$ cat config.mk
export PLATFORM = sky130hd
export DESIGN_NAME = cmp_unit
export DESIGN_NICKNAME = d
export VERILOG_FILES = /design/src/rtl/cmp_unit_pkg.sv /design/src/rtl/cmp_sub33.sv /design/src/rtl/cmp_unit.sv
export SDC_FILE = /design/constraint.sdc
export NUM_CORES = 1
export LEC_CHECK = 0
export ABC_AREA = 1
export ABC_CLOCK_PERIOD_IN_PS = 5800
export CORE_UTILIZATION = 40
export DETAILED_ROUTE_END_ITERATION = 7
export GPL_TIMING_DRIVEN = 1
export PLACE_DENSITY_LB_ADDON = 0.2
export SLEW_MARGIN = 0
export SYNTH_ARGS = -nofsm -noshare
export SYNTH_HDL_FRONTEND = slang
export SYNTH_SLANG_ARGS = --single-unit
$ cat constraint.sdc
create_clock -name clk -period 5.8 [get_ports clk]
set_input_delay 1.16 -clock clk [delete_from_list [all_inputs] [get_ports clk]]
set_output_delay 1.16 -clock clk [all_outputs]
set_load 0.02 [all_outputs]
$ cat src/rtl/cmp_unit_pkg.sv
// Shared ALU constants for the compare unit.
//
// Holds the datapath width, the bit positions of the {N,Z,C,V} status
// flags, the flag vector type and a helper that assembles a flag vector
// from individual flag bits so every user agrees on the bit order.
package cmp_unit_pkg;

    // Operand width of the compare datapath.
    localparam int unsigned DataWidth = 32;

    // Status flag vector layout: bit3=N, bit2=Z, bit1=C, bit0=V.
    localparam int unsigned NumFlags = 4;
    localparam int unsigned FlagN    = 3;
    localparam int unsigned FlagZ    = 2;
    localparam int unsigned FlagC    = 1;
    localparam int unsigned FlagV    = 0;

    typedef logic [DataWidth-1:0] data_t;
    typedef logic [NumFlags-1:0]  flags_t;

    // Flag value loaded on reset.
    localparam flags_t FlagsReset = '0;

    // Assemble a flag vector using the package bit indices.
    function automatic flags_t pack_flags(input logic n, input logic z,
                                          input logic c, input logic v);
        flags_t f;
        f        = '0;
        f[FlagN] = n;
        f[FlagZ] = z;
        f[FlagC] = c;
        f[FlagV] = v;
        return f;
    endfunction

endpackage

$ cat src/rtl/cmp_sub33.sv
// 33-bit subtract and status flag derivation, purely combinational.
//
// Ports:
//   a_i     : minuend (signed interpretation for N/V, unsigned for C)
//   b_i     : subtrahend
//   flags_o : {N,Z,C,V} of a_i - b_i
module cmp_sub33
    import cmp_unit_pkg::*;
(
    input  logic [DataWidth-1:0] a_i,
    input  logic [DataWidth-1:0] b_i,
    output logic [NumFlags-1:0]  flags_o
);

    // One extra bit captures the carry out of the two's-complement add.
    logic [DataWidth:0]   diff;
    logic [DataWidth-1:0] result;
    logic                 flag_n;
    logic                 flag_z;
    logic                 flag_c;
    logic                 flag_v;

    always_comb begin
        // a + ~b + 1 with carry out; carry set means no borrow (a >= b unsigned).
        diff   = {1'b0, a_i} + {1'b0, ~b_i} + {{DataWidth{1'b0}}, 1'b1};
        result = diff[DataWidth-1:0];

        flag_n = result[DataWidth-1];
        flag_z = (result == '0);
        flag_c = diff[DataWidth];
        // Overflow only possible when operand signs differ; then it shows
        // as the result sign disagreeing with the minuend sign.
        flag_v = (a_i[DataWidth-1] != b_i[DataWidth-1]) &&
                 (result[DataWidth-1] != a_i[DataWidth-1]);

        flags_o = pack_flags(flag_n, flag_z, flag_c, flag_v);
    end

endmodule

$ cat src/rtl/cmp_unit.sv
// Compare unit: registered {N,Z,C,V} status flags from In1 - In2.
//
// Ports:
//   clk      : rising-edge clock
//   reset    : synchronous active-high reset, clears New_Flag
//   In1      : signed minuend
//   In2      : signed subtrahend
//   Flag     : current flags {N,Z,C,V}, passed through when S=0
//   S        : 1 = load flags from the compare, 0 = load Flag
//   New_Flag : registered flags, one cycle after sampling
module cmp_unit
    import cmp_unit_pkg::*;
(
    input  logic                 clk,
    input  logic                 reset,
    input  logic [DataWidth-1:0] In1,
    input  logic [DataWidth-1:0] In2,
    input  logic [NumFlags-1:0]  Flag,
    input  logic                 S,
    output logic [NumFlags-1:0]  New_Flag
);

    flags_t cmp_flags;
    flags_t flags_d;
    flags_t flags_q;

    cmp_sub33 u_sub33 (
        .a_i     (In1),
        .b_i     (In2),
        .flags_o (cmp_flags)
    );

    always_comb begin
        flags_d = S ? cmp_flags : Flag;
    end

    always_ff @(posedge clk) begin
        if (reset) begin
            flags_q <= FlagsReset;
        end else begin
            flags_q <= flags_d;
        end
    end

    assign New_Flag = flags_q;

endmodule

==> impl_results.md <==
* Setup Fix Bufs, Post-CTS at 0
* VDD IR max at 46.3 uV
* Setup Crit Path Kind: input port to register
* Final number of hold-violating endpoints at 0
* Routability cong. at 0.863
* Die Ht at 88.8 um
* Pwr Density at 110 nW/um^2
* Root Driver: clkbuf_8
* Hold crit path type: input port to register
* Count leader, synth: nand2_1
* Post-CTS resize count at 0
* CTS tree: done
* DR vias at 3,670
* Mapped Area at 3010 sq um
* CP Data Required Time at 5.95 ns
* Int Pwr at 217 uW
* Vias in the first global route at 3,169
* Worst-path clk slew at 0.03 ns
* Hold_buf cts at 0
* Switching fraction of total power at 0.499
* First-pass GRT wire length at 14,300 um
* Synth unique cells at 29
* Port bufs at 74
* Post-synth ARST share at 0
* Core Footprint at 7250 sq um
* Min cycle time layout at 3.37 ns
* Cell accounting for the most synthesized area: nand2_1
* Remaining DRCs at 0
* Gate power share at 0.797
* Mapped Cells at 620
* Slew headroom at 0.828
* Period utilization at 0.580
* Warnings from Yosys at 0
* Pleak at 2.45 nW
* Post-DP HPWL at 8030 um
* Syn Nets at 723
* Post-synth top flop: dfxtp_1
* Largest net degree at the start of global routing at 7
* Worst Tran Pin Value at 0.255 ns
* Crit. End Element: register
* CP arrival at 3.52 ns
* Clk sink count at 4
* Vias per inst at 4.61
* Initial drt markers at 211
* Share of layout cells above drive strength 1 at 0.0760
* Max Cap Viol at 0
* Mean Syn Cell Area at 4.86 sq um
* Initial Utilization at 0.416
* Max Transition Viols Final at 0
* Finished Core Util at 0.540
* Hold Slack at 1.53 ns
* Number of synthesized register bits at 4
* Area delta synth->final at 30.1%
* P_sw at 216 uW
* Sequential power share at 0.070
* Final ANT Viol Nets at 0
* Number of flip-flops under the largest register name at 4
* Total Routed Length at 8780 um
* GRT Total Usage at 0.233
* Placed Area at 3880 sq um
* Unrepaired setup endpoints after global routing: false
* Site Rows at 31
* Per-cell routed wire length at 11.0 um
* CTS Buffer Depth at 2
* Io pins at 75
* Post-route cell area at 3920 sq um
* Setup TNS at 0 ns
* DRT Pass-1 Iters at 5
* EDFF count, synth at 0
* H-tree depth at 1
* Final #Nets at 802
* Setup violators final at 0
* Register area share after synthesis at 0.0266
* Fmax achieved at 297 MHz
* Most instantiated cells after synthesis: nand2_1, inv_1, nor2_1, ha_1, nand3_1
* Share of the synthesized area in the top cell type at 0.309
* CP Launch Type: input port
* Clk pwr share at 0.133
* Die Wd at 88.8 um
* DIE AREA at 7890 sq um
* Status: completed
* Total CTS buffers at 3
* Initial antenna violation count at 0
* Area contributors post-synth: nand2_1, inv_1, ha_1, nor2_1, nand3_1
* ANT cells at 0
* Total power at 433 uW
* Max FO, Critical Path at 5
* FILL cells at 831
* Remaining Overflow, GRT at 0
## critical path, cell delays in order
cell	delay (ns)
clkdlybuf4s50_1	0.45
inv_1	0.04
ha_1	0.36
nand2_2	0.16
inv_1	0.07
nand2_1	0.09
inv_1	0.06
a21oi_1	0.20
nand2_1	0.14
nand2_1	0.08
nand2_1	0.09
xnor2_1	0.15
nand2_1	0.10
nor2_1	0.14
nand3_2	0.09
a21oi_2	0.12
## per-stage QoR
step | cells | worst slack (ns)
3_3_place_gp | 793 | 2.20
2_1_floorplan | 620 | 3.09
4_1_cts | 796 | 2.44
3_5_place_dp | 793 | 2.23
5_1_grt | 796 | 2.16
6_report | 796 | 2.43
## path summary, 6_finish.rpt
check                   start                endpoint  slack (ns)  depth (start not counted)
worst max-delay path  In2[11]  New_Flag[2]$_SDFF_PP0_        2.43                         16
worst min-delay path  Flag[0]  New_Flag[0]$_SDFF_PP0_        1.53                          3
## layout by cell type, fill, tap and decap left out, types with 2 or more instances in the layout
cell type and n:
dfxtp_1 4, xor2_1 3, o21ai_0 3, nand2_1 248, and2_1 3, nor3_1 3, nor3_4 3, xnor2_1 6
nand3_1 30, nand4_1 9, inv_2 9, a21oi_1 18, nand2_2 15, ha_1 32, nand3_2 5, inv_1 163
nor3_2 2, clkdlybuf4s50_1 74, nor2_2 11, nand3b_1 2, clkbuf_8 3, nor2_1 42
## cells by family (layout without fill, tap and decap cells)
kind of cell	Yosys count	in the layout	synth area share
adders and majority gates	32	32	0.133
xor gates and xnor gates	9	9	0.0262
DFF	4	4	0.0266
buffers and inverters	172	249	0.214
AOI/OAI and AO/OA	26	26	0.0490
and+or+nand+nor	377	377	0.551
## power groups by stage
stage | Sequential, mW | Clock, mW | Combinational, mW
4_1_cts | 0.0303 | 0.0585 | 0.344
5_1_grt | 0.0304 | 0.0606 | 0.390
6_report | 0.0303 | 0.0577 | 0.345
3_3_place_gp | 0.0305 | 0 | 0.341
2_1_floorplan | 0.0332 | 0 | 0.228
3_5_place_dp | 0.0307 | 0 | 0.343
## layer usage
layer / routed length [um] / part of all wire / vias to the layer above / GRT usage
met5: 0 / 0 / - / 0
li1: - / - / 1986 / -
met3: 478 / 0.054 / 5 / 0.0140
met2: 4010 / 0.46 / 97 / 0.410
met1: 4240 / 0.48 / 1582 / 0.320
met4: 50 / 0.0057 / 0 / 0.0279
## area by class of cell
cell class                      count  area (sq um)  area share
Inverter                          172           646       0.165
Timing Repair Buffer               74           741       0.189
Tap cell                           99           124      0.0316
Sequential cell                     4          80.1      0.0204
Clock buffer                        3          41.3      0.0105
Multi-Input combinational cell    444          2290       0.584
No activity file was read; power rests on OpenSTA's default activity.
